[src/rtl/fetch_branch_unit.sv]
// LEGv8 front end: program counter, IF/ID pipeline register and N/Z/V/C flags,
// with branch resolution in ID (B, BL, BR, B.LT, CBZ) and one squashed slot per taken branch.
module fetch_branch_unit #(
  parameter int              PC_W     = 64,
  parameter logic [PC_W-1:0] RESET_PC = '0
) (
  input  logic            clk,
  input  logic            reset,
  output logic [PC_W-1:0] imem_addr,
  input  logic [31:0]     imem_data,
  input  logic            stall,
  output logic [31:0]     if_id_instr,
  output logic [PC_W-1:0] if_id_pc,
  output logic            if_id_valid,
  output logic [10:0]     opcode,
  input  logic            uncond_branch,
  input  logic            cond_branch,
  input  logic            check_for_lt,
  input  logic            branch_register,
  input  logic [PC_W-1:0] reg_target,
  input  logic            cbz_zero,
  input  logic            flags_we,
  input  logic [3:0]      flags_in,
  output logic [3:0]      flags,
  output logic            redirect,
  output logic [PC_W-1:0] link_addr
);

  localparam logic [PC_W-1:0] PC_STEP = {{(PC_W-3){1'b0}}, 3'd4};

  logic [PC_W-1:0] pc_q, pc_d;
  logic [31:0]     if_instr_q, if_instr_d;
  logic [PC_W-1:0] if_pc_q, if_pc_d;
  logic            if_valid_q, if_valid_d;
  logic [3:0]      flags_q, flags_d;

  logic [3:0]      eff_flags_s;
  logic            cond_ok_s;
  logic            take_s;
  logic [25:0]     imm26_s;
  logic [18:0]     imm19_s;
  logic [PC_W-1:0] offset_s;
  logic [PC_W-1:0] target_s;

  assign imm26_s = if_instr_q[25:0];
  assign imm19_s = if_instr_q[23:5];

  // Branch decision and target; flags are bypassed so B.LT right behind SUBS sees its result.
  always_comb begin
    eff_flags_s = flags_q;
    cond_ok_s   = 1'b0;
    offset_s    = '0;
    target_s    = '0;
    take_s      = 1'b0;

    if (flags_we) begin
      eff_flags_s = flags_in;
    end else begin
      eff_flags_s = flags_q;
    end

    if (check_for_lt) begin
      cond_ok_s = eff_flags_s[3] ^ eff_flags_s[1];
    end else begin
      cond_ok_s = cbz_zero;
    end

    if (uncond_branch) begin
      offset_s = {{(PC_W-28){imm26_s[25]}}, imm26_s, 2'b00};
    end else begin
      offset_s = {{(PC_W-21){imm19_s[18]}}, imm19_s, 2'b00};
    end

    if (branch_register) begin
      target_s = reg_target;
    end else begin
      target_s = if_pc_q + offset_s;
    end

    take_s = if_valid_q & ~stall & (uncond_branch | (cond_branch & cond_ok_s));
  end

  // Next-state selection: stall freezes everything, a taken branch squashes the wrong-path fetch.
  always_comb begin
    pc_d       = pc_q;
    if_instr_d = if_instr_q;
    if_pc_d    = if_pc_q;
    if_valid_d = if_valid_q;
    flags_d    = flags_q;

    if (stall) begin
      pc_d       = pc_q;
      if_instr_d = if_instr_q;
      if_pc_d    = if_pc_q;
      if_valid_d = if_valid_q;
    end else if (take_s) begin
      pc_d       = target_s;
      if_instr_d = 32'd0;
      if_pc_d    = pc_q;
      if_valid_d = 1'b0;
    end else begin
      pc_d       = pc_q + PC_STEP;
      if_instr_d = imem_data;
      if_pc_d    = pc_q;
      if_valid_d = 1'b1;
    end

    if (flags_we && !stall) begin
      flags_d = flags_in;
    end else begin
      flags_d = flags_q;
    end
  end

  // State registers with asynchronous reset.
  always_ff @(posedge clk or posedge reset) begin
    if (reset) begin
      pc_q       <= RESET_PC;
      if_instr_q <= 32'd0;
      if_pc_q    <= '0;
      if_valid_q <= 1'b0;
      flags_q    <= 4'd0;
    end else begin
      pc_q       <= pc_d;
      if_instr_q <= if_instr_d;
      if_pc_q    <= if_pc_d;
      if_valid_q <= if_valid_d;
      flags_q    <= flags_d;
    end
  end

  assign imem_addr   = pc_q;
  assign if_id_instr = if_instr_q;
  assign if_id_pc    = if_pc_q;
  assign if_id_valid = if_valid_q;
  assign opcode      = if_instr_q[31:21];
  assign flags       = flags_q;
  assign redirect    = take_s;
  assign link_addr   = if_pc_q + PC_STEP;

endmodule

[config.mk]
export PLATFORM = sky130hd
export DESIGN_NAME = fetch_branch_unit
export DESIGN_NICKNAME = d
export VERILOG_FILES = /design/src/rtl/fetch_branch_unit.sv
export SDC_FILE = /design/constraint.sdc
export NUM_CORES = 1
export LEC_CHECK = 0
export BUFFER_PORTS_ARGS = -buffer_cell sky130_fd_sc_hd__buf_4
export CORE_MARGIN = 2
export CORE_UTILIZATION = 54
export CTS_CLUSTER_SIZE = 14
export DETAILED_ROUTE_END_ITERATION = 8
export PLACE_DENSITY_LB_ADDON = 0.3
export RECOVER_POWER = 100
export SYNTH_ARGS = -nofsm -noshare
export SYNTH_HDL_FRONTEND = slang
export SYNTH_SLANG_ARGS = --single-unit
[constraint.sdc]
create_clock -name clk -period 7.9 [get_ports clk]
set_input_delay 1.58 -clock clk [delete_from_list [all_inputs] [get_ports clk]]
set_output_delay 1.58 -clock clk [all_outputs]
set_load 0.005 [all_outputs]
==> results.md <==
- Leading cell types by count after synthesis: sky130_fd_sc_hd__nand2_1 (231), sky130_fd_sc_hd__dfrtp_1 (165), sky130_fd_sc_hd__a21oi_1 (141), sky130_fd_sc_hd__nor2_1 (104), sky130_fd_sc_hd__o21ai_0 (100)
- Gpl congestion: 0.973
- Final hold slack: 0.515 ns
- Number of enable flip-flop cells after synthesis: 0
- Period utilization: 82.3%
- Final-report hold violation count: 0
- Leak pwr: 7.19 nW
- Number of design rule violations left after detail routing: 0
- Critical Path Fanout Max: 28
- Library cell used as clock root buffer: sky130_fd_sc_hd__clkbuf_16
- Number of nets in the finished design: 2067
- I/O Buffers: 349
- Chip height: 160 microns
- Setup Crit Path Kind: in -> reg
- Avg Cell Area, Syn: 8.18 sq um
- Kind of path behind the tightest hold check: reg -> reg
- Final max-slew violation count: 383
- Post-synthesis cell area: 13100 sq um
- Dominant cell by count in the synthesized netlist: sky130_fd_sc_hd__nand2_1
- Finish-stage setup viols: 0
- H-tree level count: 4
- Failing checks: max-capacitance violations, max-slew violations
- Required time of the worst setup path: 8.22 ns
- Arrival time of the worst setup path: 6.83 ns
- Clk pin slew, worst setup/hold paths: 0.08 ns
- Proportion of synthesized flip-flops having asynchronous set or reset: 100%
- Maximum clock frequency: 0.154 GHz
- Routed wire length: 45900 microns
- Post-synth top flop: sky130_fd_sc_hd__dfrtp_1
- Multiplexer area fraction after synthesis: 8.00%
- Final std cell area, no fill: 16300 sq um
- Wirelength per Cell: 20.6 microns
- Yosys warns: 0
- Synthesized net count: 1777
- Max_slew headroom: -220%
- Post-Synthesis Cells: 1604
- Diodes inserted: 0
- Pin count of the biggest net entering global routing: 109
- Half-perimeter wire length after detailed placement: 34300 microns
- Worst Setup Start Kind: input pin
- Final Skew: 0.0167 ns
- Number of clock sinks: 165
- Total CTS buffers: 17
- Average via count per standard cell: 6.15
- Result of the run: finished, violations left
- CTS Hold Buffers Added: 0
- Initial antenna violation count: 0
- Number of nets with antenna violations after routing: 0
- Simple logic cell fraction of the synthesized area: 21.2%
- Total die area: 25500 sq um
- Compound-Gate Fraction of Synth Area: 21.0%
- Cells taking the most area after synthesis: sky130_fd_sc_hd__dfrtp_1 (31%), sky130_fd_sc_hd__mux2_2 (7.3%), sky130_fd_sc_hd__nand2_1 (6.6%)
- Worst VDD drop: 0.186 mV
- Least-Margin Pin Slew: 4.77 ns
- Share of the yosys chip area belonging to registers: 31.5%
- Fraction of final layout cells sized beyond drive strength 1: 24.4%
- Maximum clock insertion buffer count: 2
- Max-cap violation count: 7
- First-pass GRT wire length: 72000 microns
- Final critical-path required period: 6.50 ns
- Post-synthesis share of cell area spent on full adders, half adders and majority gates: 6.16%
- Placed cell area: 15900 sq um
- Number of ports placed on the die boundary: 350
- Power density of the placed cells: 364 nW/um^2
- Starting utilization of the core area: 54.4%
- Library cell occupying the most area in the post-synthesis netlist: sky130_fd_sc_hd__dfrtp_1
- Overall global routing resource usage: 35.4%
- Row count: 57
- Layout filler cell count: 2146
- Total congestion overflow: 0
- Largest family of logic cells by synthesized area: simple AND/OR/NAND/NOR gates
- Kind of end point of the critical path: flop
- Chip width: 160 microns
- CTS tree: built
- Final-layout setup total negative slack: 0 ns
- Post-synthesis xor/xnor area fraction: 8.01%
- Skew-Pair Late Insertion Delay: 0.45 ns
- TritonRoute pass-1 iters: 5
- Via count of the first global-routing pass: 13200
- Synth Register Bits: 165
- First DRT Iteration DRCs: 1080
- Unrepaired setup endpoints after global routing: no
- Area of the placeable core: 24100 sq um
- Resized cells post-CTS: 0
- Syn-to-layout area delta: 24.2%
- Distinct cell type count after synthesis: 79
- Portion of synthesized cell area occupied by the leading cell type: 31.5%
- Buffers inserted by post-CTS timing repair: 0
- Total via count in the routed design: 13700
cells by family (layout without fill, tap and decap cells):
| family | count (synthesis) | after routing |
|---|---|---|
| buf+inv | 126 | 429 |
| simple gates | 584 | 584 |
| xor+xnor | 120 | 120 |
| flops | 165 | 165 |
| compound gates | 451 | 451 |
| mux | 94 | 94 |
| fa+ha+maj | 64 | 64 |
metrics by stage:
stage	setup slack, ns	total power [mW]	cells	utilization [%]
2_1_floorplan	1.86	3.65	1604	-
3_3_place_gp	2.07	5.07	2199	65.8
3_5_place_dp	1.94	5.13	2199	65.8
4_1_cts	2.28	5.99	2231	68.2
5_1_grt	1.03	6.33	2231	67.6
6_report	1.40	5.93	2231	67.6
layer usage:
metal | vias to the layer above | part of all wire [%] | track usage (%)
li1 | 6430 | - | -
met1 | 6547 | 40 | 44.8
met2 | 643 | 48 | 59.8
met3 | 111 | 7.7 | 5.95
met4 | 0 | 4.0 | 15.2
met5 | - | 0 | 0
final timing paths:
check	start	endpoint	slack, ns	cells past startpoint
setup reg to reg	flags[1]$_DFFE_PP0P_	imem_addr[19]$_DFFE_PP0N_	2.48	10
setup / recovery	uncond_branch	imem_addr[55]$_DFFE_PP0N_	1.40	14
hold / removal	flags[2]$_DFFE_PP0P_	flags[2]$_DFFE_PP0P_	0.52	1
max in group asynchronous	reset	imem_addr[55]$_DFFE_PP0N_	2.38	3
min in group asynchronous	reset	if_id_pc[29]$_DFFE_PP0N_	2.55	2
hold reg to reg	flags[2]$_DFFE_PP0P_	flags[2]$_DFFE_PP0P_	0.52	1
critical path, cell delays in order:
cell,delay [ns]
sky130_fd_sc_hd__clkbuf_1,0.98
sky130_fd_sc_hd__nand2b_1,0.33
sky130_fd_sc_hd__nand2_1,0.77
sky130_fd_sc_hd__ha_1,0.76
sky130_fd_sc_hd__a21o_1,0.22
sky130_fd_sc_hd__a21o_1,0.17
sky130_fd_sc_hd__a21oi_1,0.22
sky130_fd_sc_hd__o21ai_0,0.12
sky130_fd_sc_hd__a211oi_1,0.26
sky130_fd_sc_hd__o21ai_0,0.35
sky130_fd_sc_hd__a21oi_1,0.48
sky130_fd_sc_hd__o21ai_0,0.24
sky130_fd_sc_hd__o221ai_1,0.23
sky130_fd_sc_hd__a21oi_1,0.08
area by class of cell:
type | count | area, sq um | area share, %
Timing Repair Buffer | 364 | 2610 | 16.0
Tap cell | 324 | 405 | 2.49
Clock inverter | 15 | 156 | 0.960
Clock buffer | 17 | 425 | 2.61
Multi-Input combinational cell | 1313 | 8440 | 51.8
Inverter | 33 | 125 | 0.768
Sequential cell | 165 | 4130 | 25.3
registers in the layout (all words and copies together), names as in the netlist:
| register | cells |
|---|---|
| flags | 4 |
| if_id_valid | 1 |
| if_id_instr | 32 |
| imem_addr | 64 |
| if_id_pc | 64 |
layout by cell type, fill, tap and decap left out, drive strengths merged, types with 20 or more instances in the layout:
cell and count:
nand2 232, nand3 71, o22ai 23, inv 39
buf 124, a21o 21, and3 45, clkbuf 257
nor3 30, nor2 104, a21oi 143, xor2 35
xnor2 85, a31oi 30, ha 63, nand4 41
a211oi 20, o21ai 121, dfrtp 165, mux2 86
power breakdown:
part           total (mW)  switching [mW]  leakage [nW]  internal (mW)
clock               0.844           0.422         0.284          0.423
sequential           1.81           0.636          1.93           1.17
combinational        3.28            1.67          4.98           1.60
Power figures use the tool's default switching activity.
